## config.mk

```make
export PLATFORM = sky130hd
export DESIGN_NAME = irq_fifo_drain_ctrl
export DESIGN_NICKNAME = d
export VERILOG_FILES = /design/src/rtl/irq_drain_pkg.sv /design/src/rtl/irq_rr_arb2.sv /design/src/rtl/irq_fifo_drain_ctrl.sv
export SDC_FILE = /design/constraint.sdc
export NUM_CORES = 1
export LEC_CHECK = 0
export CORE_MARGIN = 1
export CORE_UTILIZATION = 38
export CTS_CLUSTER_SIZE = 16
export DETAILED_ROUTE_END_ITERATION = 8
export GPL_TIMING_DRIVEN = 0
export PLACE_DENSITY = 0.86
export SLEW_MARGIN = 10
export SYNTH_ARGS = -nofsm -noshare
export SYNTH_HDL_FRONTEND = slang
export SYNTH_SLANG_ARGS = --single-unit
```

## constraint.sdc

```tcl
create_clock -name clk -period 2.3 [get_ports clk]
set_clock_uncertainty 0.15 [all_clocks]
set_input_delay 0.46 -clock clk [delete_from_list [all_inputs] [get_ports clk]]
set_output_delay 0.46 -clock clk [all_outputs]
set_load 0.02 [all_outputs]
```

## src/rtl/irq_drain_pkg.sv

```systemverilog
// ----------------------------------------------------------------------------
// irq_drain_pkg
//   Shared types and constants for the NI interrupt FIFO drain sequencer.
//   - drain_state_e : sequencer FSM states (IDLE -> ISSUE -> CAPTURE -> HOLD)
//   - OFS_DATA/OFS_IRQ : config offsets of the data / irq queue read ports
// ----------------------------------------------------------------------------
package irq_drain_pkg;

    typedef enum logic [1:0] {
        IDLE    = 2'd0,
        ISSUE   = 2'd1,
        CAPTURE = 2'd2,
        HOLD    = 2'd3
    } drain_state_e;

    localparam int unsigned OFS_DATA = 0;
    localparam int unsigned OFS_IRQ  = 1;

endpackage

```

## src/rtl/irq_rr_arb2.sv

```systemverilog
// ----------------------------------------------------------------------------
// irq_rr_arb2
//   Two-requester arbiter (irq queue vs data queue).
//   RR_EN=1: on contention grant the queue opposite to the last serviced one.
//   RR_EN=0: fixed priority, irq queue first.
// Ports
//   clk, reset      : clock, synchronous active-high reset (last = data)
//   req_irq_i       : irq queue requests service
//   req_data_i      : data queue requests service
//   upd_i           : record upd_irq_i as the last serviced queue
//   upd_irq_i       : 1 = irq queue was serviced, 0 = data queue
//   grant_valid_o   : at least one request present
//   grant_irq_o     : 1 = grant irq queue, 0 = grant data queue
// ----------------------------------------------------------------------------
module irq_rr_arb2 #(
    parameter int unsigned RR_EN = 1
) (
    input  logic clk,
    input  logic reset,
    input  logic req_irq_i,
    input  logic req_data_i,
    input  logic upd_i,
    input  logic upd_irq_i,
    output logic grant_valid_o,
    output logic grant_irq_o
);

    // 1 = irq queue was serviced last, 0 = data queue
    logic rr_last_q;

    always_ff @(posedge clk) begin
        if (reset) begin
            rr_last_q <= 1'b0;
        end else if (upd_i) begin
            rr_last_q <= upd_irq_i;
        end
    end

    always_comb begin
        grant_valid_o = req_irq_i | req_data_i;
        grant_irq_o   = req_irq_i;
        if (req_irq_i && req_data_i) begin
            grant_irq_o = (RR_EN != 0) ? ~rr_last_q : 1'b1;
        end
    end

endmodule

```

## src/rtl/irq_fifo_drain_ctrl.sv

```systemverilog
// ----------------------------------------------------------------------------
// irq_fifo_drain_ctrl
//   Drains the NI interrupt FIFO pair (irq queue at offset 1, data queue at
//   offset 0) with single-word config reads and presents each entry as a
//   valid/ready event. Error responses drop the entry and bump a saturating
//   counter.
// Ports
//   clk, reset            : clock, synchronous active-high reset
//   irq_pending           : irq queue non-empty
//   data_pending          : data queue non-empty
//   cfg_sel/cfg_en/cfg_wr : config access strobes (read-only master, wr=0)
//   cfg_addr              : 0 = data queue, 1 = irq queue
//   cfg_wdata             : always 0
//   cfg_rdata/cfg_error   : read response, valid the cycle after the access
//   evt_valid/evt_ready   : event handshake
//   evt_is_irq            : 1 = entry came from irq queue
//   evt_data              : entry payload
//   enable                : 0 = finish current sequence, then issue nothing
//   busy                  : sequencer not idle
//   err_count             : saturating count of error responses
// ----------------------------------------------------------------------------
module irq_fifo_drain_ctrl
    import irq_drain_pkg::*;
#(
    parameter int unsigned ADDR_W   = 14,
    parameter int unsigned ENTRY_W  = 14,
    parameter int unsigned RR_EN    = 1,
    parameter int unsigned ERRCNT_W = 8
) (
    input  logic                clk,
    input  logic                reset,
    input  logic                irq_pending,
    input  logic                data_pending,
    output logic                cfg_sel,
    output logic                cfg_en,
    output logic                cfg_wr,
    output logic [ADDR_W-1:0]   cfg_addr,
    output logic [31:0]         cfg_wdata,
    input  logic [31:0]         cfg_rdata,
    input  logic                cfg_error,
    output logic                evt_valid,
    input  logic                evt_ready,
    output logic                evt_is_irq,
    output logic [ENTRY_W-1:0]  evt_data,
    input  logic                enable,
    output logic                busy,
    output logic [ERRCNT_W-1:0] err_count
);

    drain_state_e        state_q, state_d;
    logic                grant_q, grant_d;
    logic                cfg_en_q, cfg_en_d;
    logic [ADDR_W-1:0]   cfg_addr_q, cfg_addr_d;
    logic                evt_valid_q, evt_valid_d;
    logic                evt_is_irq_q, evt_is_irq_d;
    logic [ENTRY_W-1:0]  evt_data_q, evt_data_d;
    logic [ERRCNT_W-1:0] err_count_q, err_count_d;

    logic arb_valid;
    logic arb_irq;
    logic rr_upd;

    // Only the low ENTRY_W bits of the read word carry the entry.
    logic unused_rdata_bits;
    assign unused_rdata_bits = ^cfg_rdata[31:ENTRY_W];

    irq_rr_arb2 #(
        .RR_EN (RR_EN)
    ) u_arb (
        .clk           (clk),
        .reset         (reset),
        .req_irq_i     (irq_pending),
        .req_data_i    (data_pending),
        .upd_i         (rr_upd),
        .upd_irq_i     (grant_q),
        .grant_valid_o (arb_valid),
        .grant_irq_o   (arb_irq)
    );

    always_ff @(posedge clk) begin
        if (reset) begin
            state_q      <= IDLE;
            grant_q      <= 1'b0;
            cfg_en_q     <= 1'b0;
            cfg_addr_q   <= '0;
            evt_valid_q  <= 1'b0;
            evt_is_irq_q <= 1'b0;
            evt_data_q   <= '0;
            err_count_q  <= '0;
        end else begin
            state_q      <= state_d;
            grant_q      <= grant_d;
            cfg_en_q     <= cfg_en_d;
            cfg_addr_q   <= cfg_addr_d;
            evt_valid_q  <= evt_valid_d;
            evt_is_irq_q <= evt_is_irq_d;
            evt_data_q   <= evt_data_d;
            err_count_q  <= err_count_d;
        end
    end

    // cfg_* are computed one state ahead so they are registered and high
    // exactly while the FSM sits in ISSUE.
    always_comb begin
        state_d      = state_q;
        grant_d      = grant_q;
        cfg_en_d     = 1'b0;
        cfg_addr_d   = '0;
        evt_valid_d  = evt_valid_q;
        evt_is_irq_d = evt_is_irq_q;
        evt_data_d   = evt_data_q;
        err_count_d  = err_count_q;
        rr_upd       = 1'b0;

        case (state_q)
            IDLE: begin
                if (enable && arb_valid) begin
                    grant_d    = arb_irq;
                    cfg_en_d   = 1'b1;
                    cfg_addr_d = arb_irq ? ADDR_W'(OFS_IRQ) : ADDR_W'(OFS_DATA);
                    state_d    = ISSUE;
                end
            end
            ISSUE: begin
                state_d = CAPTURE;
            end
            CAPTURE: begin
                rr_upd = 1'b1;
                if (cfg_error) begin
                    if (err_count_q != '1) begin
                        err_count_d = err_count_q + ERRCNT_W'(1);
                    end
                    state_d = IDLE;
                end else begin
                    evt_data_d   = cfg_rdata[ENTRY_W-1:0];
                    evt_is_irq_d = grant_q;
                    evt_valid_d  = 1'b1;
                    state_d      = HOLD;
                end
            end
            HOLD: begin
                if (evt_ready) begin
                    evt_valid_d = 1'b0;
                    state_d     = IDLE;
                end
            end
            default: begin
                state_d = IDLE;
            end
        endcase
    end

    assign cfg_sel    = cfg_en_q;
    assign cfg_en     = cfg_en_q;
    assign cfg_wr     = 1'b0;
    assign cfg_addr   = cfg_addr_q;
    assign cfg_wdata  = '0;
    assign evt_valid  = evt_valid_q;
    assign evt_is_irq = evt_is_irq_q;
    assign evt_data   = evt_data_q;
    assign busy       = (state_q != IDLE);
    assign err_count  = err_count_q;

endmodule
```

# == Yosys cells after proc, flatten, opt, wreduce, memory -nomap -nowiden ==
# Cells that the tools add are included.
# op_classes
add_sub_neg,1
mul,0
n_div,0
order_cmp,0
n_eq_ne,7
shifts,0
n_mux,11
bitwise_logic,5
n_reduce_logical,12
# ops
operator,count
"adder 8 x 1 -> 8 bit, second input constant",1
"!= test 8 bit, second input constant",1
case mux 2 bit (4 select lines),1
two-way mux 1 bit,6
two-way mux 2 bit,3
"!= test 2 bit, second input constant",3
AND reduction 2 bit,3
AND reduction 3 bit,2
"== test 2 bit, second input constant",2
inverter 1 bit,4
nonzero test 2 bit,2
OR reduction 3 bit,1
"== test 2 x 1 -> 1 bit, second input constant",1
logical AND 1 bit,2
zero test 2 bit,1
case mux 1 bit (2 select lines),1
OR reduction 2 bit,1
OR 1 bit,1
# word_totals
ff_bits,43
latchBits,0
mem_bits_rw,0
mem_bits_ro,0
input_bits,39
output_inout_bits,74
elab_cells,45
mem_count,0

# == Depth between registers and ports, before layout ==
# Gate-level depths: netlist (run 1).
# logic_depth
ltp_word,4
depth_mapped,6
mapped_depth_nobuf,5

# == Modules after synthesis ==
# Synthesis (run 1) repeated with hierarchy kept, for this count alone.
# hier_totals
hier_cells,191
hier_area_um2,1549.0
# modules_own_cells
mod,instances,cells_each,area_per_inst_um2
irq_fifo_drain_ctrl,1,186,1501.4
irq_rr_arb2,1,5,47.5

# == Worst setup path before layout (run 1) ==
# No wires, ideal clock.
# synth_path
path_type,reg-to-reg
from,"register err_count_q[0], in the netlist err_count[0]"
to,"register err_count_q[1], in the netlist err_count[1]"
setup_ps,131
arrival_ps,1409
required_ps,2019
setup_slack_ps,609
stages_incl_launch_ff,6
path_buffers,0
period_less_slack_ps,1691
path_cell_list,dfxtp_1 ha_1 and4_1 a21o_1 mux2i_1 nor2_1
# synth_via
elab_chain_cells,2
elab_cells_between_ends,3
# synth_rtl
element,line,text
from (decl),irq_fifo_drain_ctrl.sv:57,"logic [ERRCNT_W-1:0] err_count_q, err_count_d;"
from (signal assigned),irq_fifo_drain_ctrl.sv:98,err_count_q <= err_count_d;
branches (longest 2 deep; another with adder 8 x 1 -> 8 bit),-,
# Several ways; the timed one is not identified.
# A chain may end at the register's enable or synchronous reset.

# == Worst setup path in the final report (run 1) ==
# layout_path
from,register state_q[1]
to,output busy
# layout_via
elab_chain_cells,1
# layout_rtl
element,line,text
from (decl),irq_fifo_drain_ctrl.sv:50,"drain_state_e state_q, state_d;"
from (signal assigned),irq_fifo_drain_ctrl.sv:91,state_q <= state_d;
nonzero test 2 bit,irq_fifo_drain_ctrl.sv:161,assign busy = (state_q != IDLE);
to (decl),irq_fifo_drain_ctrl.sv:46,"output logic busy,"
# Every way passes these cells.

==> results.json, run 1 <==
{
  "outcome": "finished clean",
  "vias": 1374,
  "cts.sinks": 30,
  "drive_gt1_share_pct": 28.8,
  "cellLeakagePower_nw": 1.11,
  "postSynthAreaPerCell_um2": 8.79,
  "fp.coreArea_mm2": 0.00409,
  "synth_top_area_cell": "dfxtp_1",
  "post_cts_resized": 0,
  "postCtsSetupRepairBufs": 0,
  "drt-total-wl_um": 3220,
  "p_per_area_mw_per_mm2": 591,
  "post-dp-hpwl_um": 2510,
  "tightest_slew_ps": 590,
  "area_growth_pct": 52.0,
  "hold_path.class": "reg2reg",
  "r2r_start": "err_count[0]",
  "die-area_mm2": 0.00459,
  "path_class": "reg2out",
  "period_share_pct": 91.5,
  "numCtsBuffers": 5,
  "setup_viol": 0,
  "port_buffers": 48,
  "vias_per_cell": 4.07,
  "diodes": 0,
  "yosys.area.top_type_share_pct": 36.6,
  "crit_fanout": 7,
  "h-tree-depth": 2,
  "start_util_pct": 40.2,
  "gp_congestion": 0.787,
  "dr.pass1.iters": 4,
  "dpl_cell_area_mm2": 0.00235,
  "whs_ps": 305,
  "wire_per_inst_um": 9.53,
  "overflow": 0,
  "ir_worst_vdd_mv": 0.534,
  "grt_pass1_vias": 1154,
  "std_cell_rows": 23,
  "ys.flop_type": "dfxtp_1",
  "antenna_found_initial": 0,
  "yosys-top-cells-area": "dfxtp_1 (37%), buf_4 (22%), nand2_1 (5.7%)",
  "finalCoreUtilization_pct": 61.1,
  "cts_buffer_depth": 2,
  "grtUsageTotal_pct": 15.2,
  "cp.arrival_ps": 1500,
  "startpoint": "state_q[1]",
  "tns_ps": 0,
  "synth_edf_count": 0,
  "drtIter0Drc": 25,
  "ys_ff_latch": 30,
  "worstRegToRegCells": 5,
  "syn_area_mm2": 0.00164,
  "r2r_slack_ps": 610,
  "hold_viol": 0,
  "clkTransAtPathRegs_ps": 60,
  "min_period_ps": 2110,
  "cp-endpoint": "busy",
  "fmaxAchievable_ghz": 0.475,
  "seq_area_frac_synth_pct": 36.6,
  "die_x_um": 67.8,
  "startpoint_type": "flip-flop",
  "r2r-end": "err_count[1]",
  "cp-end-kind": "output pin",
  "maxCapViolCount": 0,
  "rsz0062_at_grt": "false",
  "max-slew-margin-rel_pct": 60.6,
  "io_pins": 113,
  "cts_tree": "done",
  "cts_root_buf": "clkbuf_8",
  "final_antenna_net_count": 0,
  "clock_latency_ps": 280,
  "design_area_mm2": 0.00250,
  "postSynthCellCount": 187,
  "die_height_um": 67.8,
  "worstPathRequired_ps": 1690,
  "grt_max_degree": 11,
  "synth_cell_type_count": 44,
  "synthesis.yosys.warnings": 0,
  "cts_hold_buf": 0,
  "synthArstFlopShare_pct": 0,
  "grt_pass1_wl_um": 5060,
  "drc": 0,
  "mostFrequentLayoutCells": "buf_4 (48), clkdlybuf4s50_1 (48), conb_1 (46)",
  "layout.nets": 327,
  "drv_slew": 0
}
[worst min-delay path by stage]
stage	start	end	slack, ps	cells after the start
after detailed placement	evt_is_irq	evt_is_irq	300	2
after global placement	evt_data[10]	evt_data[10]	290	2
after CTS	evt_data[9]	evt_data[9]	310	2
final	evt_data[9]	evt_data[9]	300	2
after floorplan	grant_q	evt_is_irq	290	2
after global routing	evt_is_irq	evt_is_irq	320	2
[cells in the mapped netlist (all sizes together) (2+ instances only)]
cell type,count
nor2,10
a211oi,2
nand2b,3
a31oi,3
dfxtp,30
buf,52
mux2i,4
nand2,33
nand3b,2
nor3,3
nand3,5
a21oi,18
inv,4
[state kept, by name, summed over array words and instances, names as in the netlist]
register and count:
cfg_en 1, grant_q 1, err_count 8, evt_data 14, cfg_addr 1, u_arb.rr_last_q 1
evt_valid 1, evt_is_irq 1, state_q 2
[metrics by stage]
stage / std cells / worst slack (ps) / total power [W]
finish: 338 / 195 / 0.00148
detailed placement: 330 / 206 / 0.000828
global route: 338 / 120 / 0.00154
global placement: 330 / 242 / 0.000826
CTS: 338 / 182 / 0.00149
floorplan: 232 / 609 / 0.000753
[cells by family (layout without fill, tap and decap cells)]
family | Yosys count | in the layout | synth area share, %
adder cells (fa/ha/maj) | 1 | 1 | 0.761
AO/OA/AOI/OAI | 30 | 30 | 13.5
flip-flops | 30 | 30 | 36.6
buffers and inverters | 57 | 113 | 25.7
other | 1 | 46 | 0.228
AND/OR/NAND/NOR | 62 | 62 | 19.7
multiplexers | 4 | 4 | 2.44
XOR/XNOR | 2 | 2 | 1.07
[critical path: stages, from the launching register on]
cell	delay [ps]
dfxtp_1	460
nor2_1	110
inv_1	60
clkdlybuf4s50_1	590
[per-layer routing]
layer / vias to the layer above / global-route usage (%) / share of wire [%]
li1: 723 / - / -
met1: 587 / 15.7 / 40
met2: 59 / 25.9 / 49
met3: 5 / 7.43 / 10
met4: 0 / 6.12 / 0.87
met5: - / 0 / 0
[cell type report]
type	instances	area, um^2
plain buffers	53	408
flip-flops and latches	30	601
clock inverters	2	60.1
repair buffers	48	480
fillers	350	1590
well taps	50	62.6
multi-input cells	145	788
clock buffers	6	82.6
inverters	4	15.0
[report_power, final]
group          switching [W]  internal (W)
registers          0.0000123      0.000534
logic               0.000141      0.000132
clock network       0.000195      0.000462
Note: power is estimated with default switching activity, not from simulation.
==> inputs of run 2 (changes only) <==
--- a/config.mk
+++ b/config.mk
@@ -6,11 +6,12 @@
 export NUM_CORES = 1
 export LEC_CHECK = 0
 export CORE_MARGIN = 1
-export CORE_UTILIZATION = 38
+export CORE_UTILIZATION = 39
+export CTS_BUF_LIST = sky130_fd_sc_hd__clkbuf_4
 export CTS_CLUSTER_SIZE = 16
 export DETAILED_ROUTE_END_ITERATION = 8
 export GPL_TIMING_DRIVEN = 0
-export PLACE_DENSITY = 0.86
+export PLACE_DENSITY = 0.88
 export SLEW_MARGIN = 10
 export SYNTH_ARGS = -nofsm -noshare
 export SYNTH_HDL_FRONTEND = slang
==> run 2 against run 1 <==
Net effect:
- count of clock-buffer cells in the layout did not move
- global-route usage barely moved
- first-iteration DRC count rose by 40%
- combinational power barely moved
- register-to-register slack barely moved
- largest power group is now registers
==> results.json, run 2 (synthesis results as in run 1) <==
{
  "critPathMaxStageDelay_ps": 590,
  "post_cts_resized": 0,
  "clock_power_share_pct": 26.6,
  "fp.coreArea_mm2": 0.00403,
  "hold_viol": 0,
  "grt_max_degree": 11,
  "cpLargestDelayFamily": "buffers and inverters",
  "crit_fanout": 7,
  "cts_root_buf": "clkbuf_4",
  "largest_reg_flops": 14,
  "cp.arrival_ps": 1570,
  "area_growth_pct": 46.6,
  "switchingPower_w": 0.000324,
  "grt_pass1_vias": 1166,
  "nFillCells": 382,
  "layout.nets": 327,
  "hold_path.class": "reg2reg",
  "port_buffers": 48,
  "overflow": 0,
  "die_x_um": 66.9,
  "critPathBufInv": 2,
  "path_class": "reg2out",
  "diodes": 0,
  "antenna_found_initial": 0,
  "holdPathStages": 2,
  "cts_hold_buf": 0,
  "clock_latency_ps": 320,
  "p_per_area_mw_per_mm2": 463,
  "setup_viol": 0,
  "mostFrequentLayoutCells": "buf_4 (48), clkdlybuf4s50_1 (48), conb_1 (46)",
  "std_cell_rows": 23,
  "cts_buffer_depth": 2,
  "r2r_slack_ps": 610,
  "cts_tree": "done",
  "worstPathRequired_ps": 1690,
  "p_sw_share_pct": 29.0,
  "cts.sinks": 30,
  "vias": 1376,
  "vias_per_cell": 4.07,
  "max-slew-margin-rel_pct": 58.6,
  "start_util_pct": 40.8,
  "drv_slew": 0,
  "hold_start": "evt_data[9]",
  "gp_congestion": 0.812,
  "die-area_mm2": 0.00448,
  "drt-total-wl_um": 3180,
  "seqPwrFrac_pct": 49.0,
  "startpoint_type": "flip-flop",
  "post-dp-hpwl_um": 2490,
  "final-instance-count-excl-fill": 338,
  "drtIter0Drc": 35,
  "wire_per_inst_um": 9.41,
  "power_frac_comb_pct": 24.4,
  "period_share_pct": 95.0,
  "maxCapViolCount": 0,
  "tightest_slew_ps": 621,
  "cellLeakagePower_nw": 1.07,
  "ir_worst_vdd_mv": 0.265,
  "grt_pass1_wl_um": 5000,
  "placed_cells": 330,
  "r2r-end": "err_count[1]",
  "critPathSlowestCell": "clkdlybuf4s50_1",
  "cp_cell_sequence": "nor2_1 -> inv_1 -> clkdlybuf4s50_1",
  "dr.pass1.iters": 4,
  "numCtsBuffers": 5,
  "clkTransAtPathRegs_ps": 90,
  "cp-end-kind": "output pin",
  "outcome": "finished clean",
  "final_antenna_net_count": 0,
  "drc": 0,
  "tns_ps": 0,
  "h-tree-depth": 2,
  "intPower_w": 0.000791,
  "postCtsSetupRepairBufs": 0,
  "multi_input_area_um2": 788,
  "rsz0062_at_grt": "false",
  "worstRegToRegCells": 5,
  "io_pins": 113,
  "fmaxAchievable_ghz": 0.458,
  "min_period_ps": 2180,
  "drive_gt1_share_pct": 28.5,
  "r2r_start": "err_count[0]",
  "grtUsageTotal_pct": 15.2,
  "register_area_um2": 601,
  "die_height_um": 66.9,
  "hold_end": "evt_data[9]",
  "total_power_w": 0.00112
}
run 2: cell count changes in the layout (fill, tap and decap cells not counted):
| cell | delta |
|---|---|
| clkinv_2 | +1 |
| clkbuf_8 | -6 |
| clkinv_1 | +1 |
| clkbuf_4 | +6 |
| bufinv_16 | -2 |
run 2: power groups by stage:
stage / Combinational, W / Clock (W) / Sequential, W
6_report: 0.000272 / 0.000297 / 0.000546
4_1_cts: 0.000271 / 0.000310 / 0.000546
5_1_grt: 0.000294 / 0.000341 / 0.000548
3_5_place_dp: 0.000270 / 0 / 0.000558
3_3_place_gp: 0.000269 / 0 / 0.000557
2_1_floorplan: 0.000184 / 0 / 0.000569
run 2: layout make-up:
class                           count  share of cell area (%)
Buffer                             53                    16.9
Clock buffer                        6                    1.87
Clock inverter                      2                   0.364
Inverter                            4                   0.623
Multi-Input combinational cell    145                    32.7
Sequential cell                    30                    24.9
Tap cell                           50                    2.60
Timing Repair Buffer               48                    19.9
run 2: worst reg2reg max path, cell delays in order, from the launching register on:
cell     delay [ps]
dfxtp_1         420
ha_1            260
and4_1          290
a21o_1          200
mux2i_1         190
nor2_1           50
run 2: through the flow:
stage / area (um^2) / worst slack [ps] / hold slack, ps / utilization (%)
after global placement: 2350 / 252 / 292 / 58.4
after CTS: 2410 / 110 / 313 / 59.8
final: 2410 / 116 / 308 / 59.8
after global routing: 2410 / 61.1 / 332 / 59.8
after detailed placement: 2350 / 233 / 300 / 58.4
after floorplan: 1810 / 609 / 294 / -
run 2: worst max-delay path by stage:
stage,startpoint,end,slack (ps),cells after the start
after detailed placement,reset,evt_data[8],230,4
after global placement,reset,evt_data[9],250,4
final,state_q[1],busy,120,3
after global routing,state_q[1],busy,60,3
after CTS,state_q[1],busy,110,3
after floorplan,err_count[0],err_count[1],610,5
run 2: metal layers:
metal | part of all wire [%] | global-route usage [%] | vias up
li1 | - | - | 723
met1 | 40 | 16.3 | 594
met2 | 49 | 25.4 | 55
met3 | 9.4 | 6.16 | 4
met4 | 1.5 | 7.98 | 0
met5 | 0 | 0 | -
==> inputs of run 3 (changes only) <==
--- a/config.mk
+++ b/config.mk
@@ -5,6 +5,7 @@
 export SDC_FILE = /design/constraint.sdc
 export NUM_CORES = 1
 export LEC_CHECK = 0
+export CAP_MARGIN = 5
 export CORE_MARGIN = 1
 export CORE_UTILIZATION = 39
 export CTS_BUF_LIST = sky130_fd_sc_hd__clkbuf_4
==> results of run 3 <==
The final DEF is identical to that of run 2; final timing and power are the same.
